File: config.mk
export PLATFORM = sky130hd
export DESIGN_NAME = control_fsm_flat
export DESIGN_NICKNAME = d
export VERILOG_FILES = /design/src/rtl/control_fsm.sv /design/src/rtl/control_fsm_if.sv /design/src/flat_wrapper.sv
export SDC_FILE = /design/constraint.sdc
export NUM_CORES = 1
export LEC_CHECK = 0
export CORE_MARGIN = 4
export CORE_UTILIZATION = 51
export CTS_BUF_LIST = sky130_fd_sc_hd__clkbuf_8
export DETAILED_ROUTE_END_ITERATION = 10
export GPL_TIMING_DRIVEN = 0
export HOLD_SLACK_MARGIN = 0.05
export PLACE_DENSITY = 0.87
export SYNTH_ARGS = -nofsm -noshare
export SYNTH_HDL_FRONTEND = slang
export SYNTH_SLANG_ARGS = --single-unit
File: constraint.sdc
create_clock -name clk -period 4.38 [get_ports clk]
set_input_delay 0.438 -clock clk [delete_from_list [all_inputs] [get_ports clk]]
set_output_delay 0.438 -clock clk [all_outputs]
set_load 0.005 [all_outputs]
File: src/rtl/control_fsm.sv
// Multi-cycle RV32I sequencing controller: fetch/decode/execute FSM with bus and
// mul/div handshakes, illegal-opcode and bus-timeout traps.
package global_pkg;
    typedef enum logic {
        I_IMM_SRC = 1'b0,
        REG_SRC   = 1'b1
    } sr2_src_t;

    typedef enum logic [2:0] {
        ALU_INPUT = 3'd0,
        U_IMM_SRC = 3'd1,
        AUIPC_SRC = 3'd2,
        LOAD_SRC  = 3'd3,
        PC_SRC    = 3'd4
    } regfile_src_t;

    typedef enum logic [1:0] {
        J_IMM = 2'd0,
        I_IMM = 2'd1,
        B_IMM = 2'd2
    } jmp_target_src_t;

    localparam logic [6:0] OPC_LOAD   = 7'b0000011;
    localparam logic [6:0] OPC_STORE  = 7'b0100011;
    localparam logic [6:0] OPC_OP_IMM = 7'b0010011;
    localparam logic [6:0] OPC_OP     = 7'b0110011;
    localparam logic [6:0] OPC_LUI    = 7'b0110111;
    localparam logic [6:0] OPC_AUIPC  = 7'b0010111;
    localparam logic [6:0] OPC_JAL    = 7'b1101111;
    localparam logic [6:0] OPC_JALR   = 7'b1100111;
    localparam logic [6:0] OPC_BRANCH = 7'b1100011;
endpackage

module control_fsm
    import global_pkg::*;
#(
    parameter int unsigned MEM_TIMEOUT = 16,
    parameter bit          ENABLE_M    = 1'b0
) (
    input  logic          clk,
    input  logic          rst,
    control_fsm_if.master bus
);
    localparam int unsigned OPC_W   = 7;
    localparam int unsigned CNT_W   = (MEM_TIMEOUT > 0) ? $clog2(MEM_TIMEOUT + 1) : 1;
    localparam int unsigned TO_LAST = (MEM_TIMEOUT > 0) ? MEM_TIMEOUT - 1 : 0;

    typedef enum logic [2:0] {
        S_RESET   = 3'd0,
        S_FETCH   = 3'd1,
        S_DECODE  = 3'd2,
        S_EXEC    = 3'd3,
        S_MEM     = 3'd4,
        S_WAIT_MD = 3'd5,
        S_TRAP    = 3'd6
    } state_t;

    state_t           state, state_next;
    logic [OPC_W-1:0] opcode_q;
    logic             f7_q;
    logic [CNT_W-1:0] cnt, cnt_next;
    logic             cnt_inc;
    logic             timeout_hit;

    // Timeout only fires on the last allowed cycle; MEM_TIMEOUT=0 never fires.
    assign timeout_hit = (MEM_TIMEOUT != 32'd0) && (cnt == CNT_W'(TO_LAST));

    always_ff @(posedge clk or posedge rst) begin
        if (rst) begin
            state    <= S_RESET;
            opcode_q <= '0;
            f7_q     <= 1'b0;
            cnt      <= '0;
        end else begin
            state <= state_next;
            cnt   <= cnt_next;
            if (state == S_DECODE) begin
                opcode_q <= bus.opcode;
                f7_q     <= bus.funct7_b0;
            end
        end
    end

    // Counter restarts whenever the state changes.
    always_comb begin
        cnt_next = cnt;
        if (state_next != state) begin
            cnt_next = '0;
        end else if (cnt_inc) begin
            cnt_next = cnt + CNT_W'(1);
        end
    end

    always_comb begin
        state_next         = state;
        cnt_inc            = 1'b0;
        bus.fetch_req      = 1'b0;
        bus.ir_load        = 1'b0;
        bus.mem_req        = 1'b0;
        bus.mem_we         = 1'b0;
        bus.md_start       = 1'b0;
        bus.regfile_wr     = 1'b0;
        bus.pc_wr          = 1'b0;
        bus.jump           = 1'b0;
        bus.illegal        = 1'b0;
        bus.bus_fault      = 1'b0;
        bus.trap           = 1'b0;
        bus.sr2_src        = I_IMM_SRC;
        bus.regfile_src    = ALU_INPUT;
        bus.jmp_target_src = J_IMM;
        bus.state_o        = state;

        if (state == S_EXEC || state == S_MEM || state == S_WAIT_MD) begin
            if (opcode_q == OPC_OP) bus.sr2_src = REG_SRC;
            case (opcode_q)
                OPC_LUI:                         bus.regfile_src = U_IMM_SRC;
                OPC_AUIPC:                       bus.regfile_src = AUIPC_SRC;
                OPC_LOAD:                        bus.regfile_src = LOAD_SRC;
                OPC_JAL, OPC_JALR, OPC_BRANCH:   bus.regfile_src = PC_SRC;
                default:                         ;
            endcase
            case (opcode_q)
                OPC_JALR:   bus.jmp_target_src = I_IMM;
                OPC_BRANCH: bus.jmp_target_src = B_IMM;
                default:    ;
            endcase
        end

        case (state)
            S_RESET: state_next = S_FETCH;

            S_FETCH: begin
                bus.fetch_req = bus.run;
                if (bus.run) begin
                    if (bus.fetch_ack) begin
                        bus.ir_load = 1'b1;
                        state_next  = S_DECODE;
                    end else begin
                        cnt_inc = 1'b1;
                        if (timeout_hit) begin
                            bus.bus_fault = 1'b1;
                            state_next    = S_TRAP;
                        end
                    end
                end
            end

            S_DECODE: state_next = S_EXEC;

            S_EXEC: begin
                case (opcode_q)
                    OPC_OP_IMM, OPC_LUI, OPC_AUIPC: begin
                        bus.regfile_wr = 1'b1;
                        bus.pc_wr      = 1'b1;
                        state_next     = S_FETCH;
                    end
                    OPC_OP: begin
                        if (ENABLE_M && f7_q) begin
                            bus.md_start = 1'b1;
                            state_next   = S_WAIT_MD;
                        end else begin
                            bus.regfile_wr = 1'b1;
                            bus.pc_wr      = 1'b1;
                            state_next     = S_FETCH;
                        end
                    end
                    OPC_JAL, OPC_JALR: begin
                        bus.regfile_wr = 1'b1;
                        bus.jump       = 1'b1;
                        bus.pc_wr      = 1'b1;
                        state_next     = S_FETCH;
                    end
                    OPC_BRANCH: begin
                        bus.pc_wr  = 1'b1;
                        bus.jump   = bus.branch_taken;
                        state_next = S_FETCH;
                    end
                    OPC_LOAD, OPC_STORE: state_next = S_MEM;
                    default: begin
                        bus.illegal = 1'b1;
                        state_next  = S_TRAP;
                    end
                endcase
            end

            // An ack on the timeout cycle completes normally.
            S_MEM: begin
                bus.mem_req = 1'b1;
                bus.mem_we  = (opcode_q == OPC_STORE);
                if (bus.mem_ack) begin
                    bus.pc_wr      = 1'b1;
                    bus.regfile_wr = (opcode_q == OPC_LOAD);
                    state_next     = S_FETCH;
                end else begin
                    cnt_inc = 1'b1;
                    if (timeout_hit) begin
                        bus.bus_fault = 1'b1;
                        state_next    = S_TRAP;
                    end
                end
            end

            S_WAIT_MD: begin
                if (bus.md_done) begin
                    bus.regfile_wr = 1'b1;
                    bus.pc_wr      = 1'b1;
                    state_next     = S_FETCH;
                end
            end

            S_TRAP: bus.trap = 1'b1;

            default: state_next = S_RESET;
        endcase
    end
endmodule

File: src/rtl/control_fsm_if.sv
// Control/handshake bundle between the sequencing controller and the datapath/bus side.
// master = controller, slave = datapath, memory and mul/div side.
interface control_fsm_if;
    localparam int unsigned OPC_W   = 7;
    localparam int unsigned STATE_W = 3;
    localparam int unsigned SR2_W   = 1;
    localparam int unsigned RFSRC_W = 3;
    localparam int unsigned JTGT_W  = 2;

    logic               run;
    logic [OPC_W-1:0]   opcode;
    logic               funct7_b0;
    logic               branch_taken;
    logic               fetch_req;
    logic               fetch_ack;
    logic               ir_load;
    logic               mem_req;
    logic               mem_we;
    logic               mem_ack;
    logic               md_start;
    logic               md_done;
    logic [SR2_W-1:0]   sr2_src;
    logic [RFSRC_W-1:0] regfile_src;
    logic [JTGT_W-1:0]  jmp_target_src;
    logic               regfile_wr;
    logic               pc_wr;
    logic               jump;
    logic               illegal;
    logic               bus_fault;
    logic               trap;
    logic [STATE_W-1:0] state_o;

    modport master (
        input  run, opcode, funct7_b0, branch_taken, fetch_ack, mem_ack, md_done,
        output fetch_req, ir_load, mem_req, mem_we, md_start, sr2_src, regfile_src,
               jmp_target_src, regfile_wr, pc_wr, jump, illegal, bus_fault, trap, state_o
    );

    modport slave (
        output run, opcode, funct7_b0, branch_taken, fetch_ack, mem_ack, md_done,
        input  fetch_req, ir_load, mem_req, mem_we, md_start, sr2_src, regfile_src,
               jmp_target_src, regfile_wr, pc_wr, jump, illegal, bus_fault, trap, state_o
    );
endinterface

File: src/flat_wrapper.sv
// flat-port wrapper written by rule: the top's interface ports become plain ports
module control_fsm_flat import global_pkg::*;
#(
    parameter int unsigned MEM_TIMEOUT = 16,
    parameter bit          ENABLE_M    = 1'b0
)
  (clk, rst, bus_run, bus_opcode, bus_funct7_b0, bus_branch_taken, bus_fetch_ack, bus_mem_ack, bus_md_done, bus_fetch_req, bus_ir_load, bus_mem_req, bus_mem_we, bus_md_start, bus_sr2_src, bus_regfile_src, bus_jmp_target_src, bus_regfile_wr, bus_pc_wr, bus_jump, bus_illegal, bus_bus_fault, bus_trap, bus_state_o);
  control_fsm_if bus_i ();
  input  logic clk;
  input  logic rst;
  input wire logic [$bits(bus_i.run)-1:0] bus_run;
  input wire logic [$bits(bus_i.opcode)-1:0] bus_opcode;
  input wire logic [$bits(bus_i.funct7_b0)-1:0] bus_funct7_b0;
  input wire logic [$bits(bus_i.branch_taken)-1:0] bus_branch_taken;
  input wire logic [$bits(bus_i.fetch_ack)-1:0] bus_fetch_ack;
  input wire logic [$bits(bus_i.mem_ack)-1:0] bus_mem_ack;
  input wire logic [$bits(bus_i.md_done)-1:0] bus_md_done;
  output wire logic [$bits(bus_i.fetch_req)-1:0] bus_fetch_req;
  output wire logic [$bits(bus_i.ir_load)-1:0] bus_ir_load;
  output wire logic [$bits(bus_i.mem_req)-1:0] bus_mem_req;
  output wire logic [$bits(bus_i.mem_we)-1:0] bus_mem_we;
  output wire logic [$bits(bus_i.md_start)-1:0] bus_md_start;
  output wire logic [$bits(bus_i.sr2_src)-1:0] bus_sr2_src;
  output wire logic [$bits(bus_i.regfile_src)-1:0] bus_regfile_src;
  output wire logic [$bits(bus_i.jmp_target_src)-1:0] bus_jmp_target_src;
  output wire logic [$bits(bus_i.regfile_wr)-1:0] bus_regfile_wr;
  output wire logic [$bits(bus_i.pc_wr)-1:0] bus_pc_wr;
  output wire logic [$bits(bus_i.jump)-1:0] bus_jump;
  output wire logic [$bits(bus_i.illegal)-1:0] bus_illegal;
  output wire logic [$bits(bus_i.bus_fault)-1:0] bus_bus_fault;
  output wire logic [$bits(bus_i.trap)-1:0] bus_trap;
  output wire logic [$bits(bus_i.state_o)-1:0] bus_state_o;
  assign bus_i.run = bus_run;
  assign bus_i.opcode = bus_opcode;
  assign bus_i.funct7_b0 = bus_funct7_b0;
  assign bus_i.branch_taken = bus_branch_taken;
  assign bus_i.fetch_ack = bus_fetch_ack;
  assign bus_i.mem_ack = bus_mem_ack;
  assign bus_i.md_done = bus_md_done;
  assign bus_fetch_req = bus_i.fetch_req;
  assign bus_ir_load = bus_i.ir_load;
  assign bus_mem_req = bus_i.mem_req;
  assign bus_mem_we = bus_i.mem_we;
  assign bus_md_start = bus_i.md_start;
  assign bus_sr2_src = bus_i.sr2_src;
  assign bus_regfile_src = bus_i.regfile_src;
  assign bus_jmp_target_src = bus_i.jmp_target_src;
  assign bus_regfile_wr = bus_i.regfile_wr;
  assign bus_pc_wr = bus_i.pc_wr;
  assign bus_jump = bus_i.jump;
  assign bus_illegal = bus_i.illegal;
  assign bus_bus_fault = bus_i.bus_fault;
  assign bus_trap = bus_i.trap;
  assign bus_state_o = bus_i.state_o;
  control_fsm #(.MEM_TIMEOUT(MEM_TIMEOUT), .ENABLE_M(ENABLE_M)) u_core (.clk(clk), .rst(rst), .bus(bus_i));
endmodule
Word-level counts from Yosys, hierarchy flattened
Index checks and enable logic that the tools add are counted.
- add/sub/neg operators: 1
- mux-type cells: 42
- equality and inequality tests: 17
- reduce and logical (&&, ||, !) cells: 10
- operators by type and width (kind ; number):
    1-bit two-way mux ; 24
    7-bit by 6-bit == test with 1-bit output, second input constant ; 3
    7-bit == test, second input constant ; 3
    3-bit case mux with 7 select lines ; 1
    3-bit two-way mux ; 6
    7-bit by 5-bit == test with 1-bit output, second input constant ; 2
    3-bit case mux with 4 select lines ; 1
    5-bit two-way mux ; 2
    3-bit == test, second input constant ; 3
    9-bit OR reduction ; 1
    7-bit by 2-bit == test with 1-bit output, second input constant ; 1
    7-bit OR reduction ; 1
    3-bit by 2-bit == test with 1-bit output, second input constant ; 2
    1-bit case mux with 2 select lines ; 3
    1-bit case mux with 3 select lines ; 2
    3-bit case mux with 2 select lines ; 1
    6-bit OR reduction ; 1
    5-bit by 1-bit adder with 5-bit output, second input constant ; 1
    5-bit by 4-bit == test with 1-bit output, second input constant ; 1
    2-bit case mux with 2 select lines ; 1
    2-bit OR reduction ; 2
    3-bit by 1-bit == test with 1-bit output, second input constant ; 1
    3-bit logical NOT ; 1
    3-bit != test ; 1
    other kinds (4) ; 5
- logic and storage cells: 73
- bits in registers: 15
- input port bits: 15

Logic depth before layout (Yosys ltp)
- depth in word-level cells: 7
- depth in mapped cells: 8
- mapped depth without buffers: 8

Worst setup path before layout
OpenSTA, ideal clock, no wires.
- path type: reg-to-reg
- from: reg u_core.cnt[0]
- to: reg u_core.cnt[4]
- path slack: 2.528 ns
- stages on the path, launching flop included: 7
- buffers on the path: 0
- arrival: 1.745 ns
- period minus slack after synthesis: 1.852 ns
- cells stage by stage: dfrtp_1 > ha_1 > and3_1 > ha_1 > o21a_1 > a311o_4 > a2111oi_4
- longest elaborated chain between the ends: 7
- elaborated cells between the ends (all ways): 11
- those cells by class: 1 x add/sub; 2 x eq/ne; 7 x mux; 1 x reduce/logical
- ends and longest elaborated chain (item ; line ; RTL):
    start, declared ; control_fsm.sv:61 ; logic [CNT_W-1:0] cnt, cnt_next;
    start signal, assigned ; control_fsm.sv:76 ; cnt <= cnt_next;
    5-bit by 4-bit == test with 1-bit output ; control_fsm.sv:66 ; assign timeout_hit = (MEM_TIMEOUT != 32'd0) && (cnt == CNT_W'(TO_LAST));
    3-bit two-way mux ; control_fsm.sv:140, control_fsm.sv:196 ;
    3-bit two-way mux ; control_fsm.sv:135 ; if (bus.fetch_ack) begin
    3-bit two-way mux ; control_fsm.sv:134 ; if (bus.run) begin
    3-bit case mux with 7 select lines ; control_fsm.sv:129 ; case (state)
    3-bit != test ; control_fsm.sv:87 ; if (state_next != state) begin
    5-bit two-way mux / 2-bit nonzero test (equally long branches) ; n/a ;
Parallel ways exist; a longest one is shown, timed or not. The select of a mux whose other input is x is not followed.
A chain may end at the register's enable or synchronous reset.

Worst setup path in the final report
- from: reg u_core.state[0] (netlist: u_core.bus.state_o[0])
- to: out bus_regfile_src[1]
- longest elaborated chain between the ends: 4
- elaborated cells between the ends (all ways): 6
- those cells by class: 3 x eq/ne; 1 x mux; 2 x reduce/logical
- ends and longest elaborated chain (item ; line ; RTL):
    start, declared ; control_fsm.sv:58 ; state_t state, state_next;
    start signal, assigned ; control_fsm.sv:75 ; state <= state_next;
    3-bit by 2-bit == test with 1-bit output / 3-bit == test (equally long branches) ; control_fsm.sv:113 ; if (state == S_EXEC || state == S_MEM || state == S_WAIT_MD) begin
    1-bit logical OR ; control_fsm.sv:113 ;
    1-bit logical OR * ; control_fsm.sv:113 ;
    3-bit two-way mux * ; control_fsm.sv:113 ;
    end, declared ; flat_wrapper.sv:24 ; output wire logic [$bits(bus_i.regfile_src)-1:0] bus_regfile_src;
Every way passes the cells marked *; elsewhere a longest branch is shown, timed or not.

==> summary.md <==
| Metric | Value |
|---|---|
| Slew Viols, Final | 0 |
| Syn-to-layout area delta | 36.79% |
| Switching pwr | roughly 320 uW |
| CP peak stage delay | between 0.5 and 0.6 ns |
| Worst Max-Slew Pin Slew | approximately 0.71 ns |
| Root Buffer | clkbuf_8 |
| GP Congestion | 0.9028 |
| Most common cell on crit path | nand2_1 |
| Largest net degree at the start of global routing | 16 |
| Post-route antenna net violation count | 0 |
| Clk sinks | 15 |
| First-pass GRT wire length | 4485 um |
| Clk Latency, worst-skew pair | about 0.24 ns |
| Clock slew at reported path FFs | 0.06 ns |
| Boundary Pins | 35 |
| Core ar. | 1982 sq um |
| Critical path data arrival time | between 2 and 2.5 ns |
| Switch share | 0.4234 |
| Die width | 54.12 um |
| Outcome | complete, no violations |
| Num CTS Buffers | 3 |
| Initial DRC Count | 21 |
| Non-filler cells in the finished layout | 188 |
| Seq pwr share | 0.319 |
| First-pass iteration count of the detailed router | 4 |
| Delay-heaviest family, CP | buffers and inverters |
| Cell Count Post-Placement | 184 |
| Most common cell after layout, fill and taps aside | clkdlybuf4s50_1 |
| Async set-reset flop share out of synthesis | 1.000 |
| Post-synth EDFFs | 0 |
| Fin nets | 179 |
| Hold crit path type | flip-flop to flip-flop |
| Post-CTS Setup Bufs | 0 |
| Fmax | 352.3 MHz |
| Worst VDD drop | 0.3974 mV |
| Crit-path slowest cell | clkdlybuf4s50_1 |
| Post-synth net total | 142 |
| Via density | 5.766 |
| Gr ovfl total | 0 |
| Fill cells | approximately 140 |
| Residual DRC | 0 |
| Hold-fix buffers, CTS | 0 |
| Post-cts gate resize count | 0 |
| Initial Utilization | 0.5473 |
| CP bufs+invs | 3 |
| Num rows | 16 |
| Critical Setup Path Class | flip-flop to primary output |
| Post-route minimum period | 2.839 ns |
| Synth Flop Type | dfrtp_1 |
| Gate Count Post-Synth | about 130 |
| Clk pwr share | 0.146 |
| Internal power | 432.4 uW |
| DP Wirelength | 2127 um |
| Synth Cell Area | 1085 sq um |
| Setup tns final | 0 ns |
| Initial antenna violation count | 0 |
| RSZ-0062 raised after global routing | no |
| Seq/Total Area, Yosys | 0.3460 |
| Detailed Route WL | about 2700 um |
| Crit. End Element | primary output |
| Clk_skew | around 0.0037 ns |
| Crit path cell chain | buf_2, buf_1, nand3b_1, nand2_1, nand2_1, nor3_1, clkdlybuf4s50_1 |
| CTS tree | done |
| Most frequent cells in the layout | 32 x clkdlybuf4s50_1, 15 x dfrtp_1, 12 x nand2_1 |
| P_leak | 0.6375 nW |
| Multi-input gate area | 645.6 sq um |
| PD cells | 505.4 nW/um^2 |
| Register bit total from synthesis | 15 |
| Final setup fails | 0 |
| Number of max-cap violations | 0 |
| CTS H-tree depth | 1 |
| Vias in the first global route | 1,045 |
| Max FO, Critical Path | 10 |
| Yosys Warn Count | 0 |
| IO Port Bufs | 32 |
| Startpoint types | flip-flop |
| Avg Synthesized Cell Area | 8.678 sq um |
| Distinct cell type count after synthesis | 47 |
| Final Hold Viols | 0 |
| Part of the cycle the worst path needs | 0.6481 |
| Share of layout cells above drive strength 1 | 0.09938 |
| Worst endpoint required time | 3.94 ns |
| Die area | 2929 sq um |
| Logic pwr share | 0.535 |
| Chip height | around 54 um |
| Diodes inserted | 0 |
| DR vias | 1,084 |
| Wire per inst | 14.29 um |
| CTS Buffer Depth | 2 |
| Worst Hold Slack | 0.5401 ns |
| Global Route Usage Sum | 0.2090 |
| Slew HR | 0.5233 |
| Register area | ~380 sq um |
## routing by layer
layer | vias up | routed length [um] | GRT usage
li1 | 517 | - | -
met1 | 520 | 1106 | 0.2593
met2 | 45 | 1353 | 0.3665
met3 | 2 | 201 | 0.03878
met4 | 0 | 24 | 0.05394
met5 | - | 0 | 0
## power by group through the flow
stage,Sequential [mW],Clock (mW),Combinational (mW)
2_1_floorplan,0.227,0,0.282
3_3_place_gp,0.234,0,0.381
3_5_place_dp,0.241,0,0.399
4_1_cts,0.239,0.113,0.401
5_1_grt,0.248,0.117,0.451
6_report,0.239,0.110,0.401
## synthesized netlist by cell type, types with 4 or more instances
master   count  share of area
a21oi_1      4          0.018
dfrtp_1     15           0.35
inv_1        6          0.021
nand2_1     12          0.042
nor2_1       9          0.031
nor3_1       9          0.042
o21ai_0      9          0.042
## through the flow
stage / instance area [sq um] / setup WS (ns) / power [mW] / utilization
after floorplan: 1085 / 2.528 / 0.5089 / -
after global placement: 1439 / 1.594 / 0.6155 / 0.7260
after detailed placement: 1439 / 1.555 / 0.6402 / 0.7260
after CTS: 1484 / 1.557 / 0.7525 / 0.7487
after global routing: 1484 / 1.364 / 0.8167 / 0.7487
final: 1484 / 1.541 / 0.7500 / 0.7487
## kinds of logic after synthesis
kind of cell	count (synthesis)	share of synthesized area
simple gates	53	0.2687
compound gates	30	0.2180
flops	15	0.3460
buf+inv	15	0.05881
mux	5	0.04959
xor+xnor	4	0.03230
fa+ha+maj	2	0.02306
other cells	1	0.003457
## state kept, by name, summed over array words and instances (netlist names)
| name | cells |
|---|---|
| u_core.cnt | 5 |
| u_core.bus.state_o | 3 |
| u_core.opcode_q | 7 |
## worst reg2reg max path, delay by kind of cell, from the launching register on
kind,cells,cell delay (ns)
AO/OA/AOI/OAI,2,0.67
AND/OR/NAND/NOR,4,0.45
flip-flops,1,0.38
adder cells (fa/ha/maj),2,0.35
## final cells by class
| class | instances | area share |
|---|---|---|
| Sequential cell | 15 | 0.2530 |
| Inverter | 7 | 0.01771 |
| Clock inverter | 1 | 0.002530 |
| Buffer | 8 | 0.02530 |
| Multi-Input combinational cell | 95 | 0.4351 |
| Timing Repair Buffer | 32 | 0.2159 |
| Clock buffer | 3 | 0.02782 |
| Tap cell | 27 | 0.02277 |
## path summary, 6_finish.rpt
check	startpoint	end	depth (start not counted)	slack, ns
max	u_core.bus.state_o[0]$_DFF_PP0_	bus_regfile_src[1]	7	1.54
min	u_core.opcode_q[0]$_DFFE_PP0P_	u_core.opcode_q[0]$_DFFE_PP0P_	1	0.54
max reg2reg	u_core.cnt[0]$_DFFE_PP0P_	u_core.cnt[0]$_DFFE_PP0P_	8	2.38
min reg2reg	u_core.opcode_q[0]$_DFFE_PP0P_	u_core.opcode_q[0]$_DFFE_PP0P_	1	0.54
max in group asynchronous	rst	u_core.opcode_q[5]$_DFFE_PP0P_	2	3.43
min in group asynchronous	rst	u_core.opcode_q[0]$_DFFE_PP0P_	2	0.56
Power figures use the tool's default switching activity.
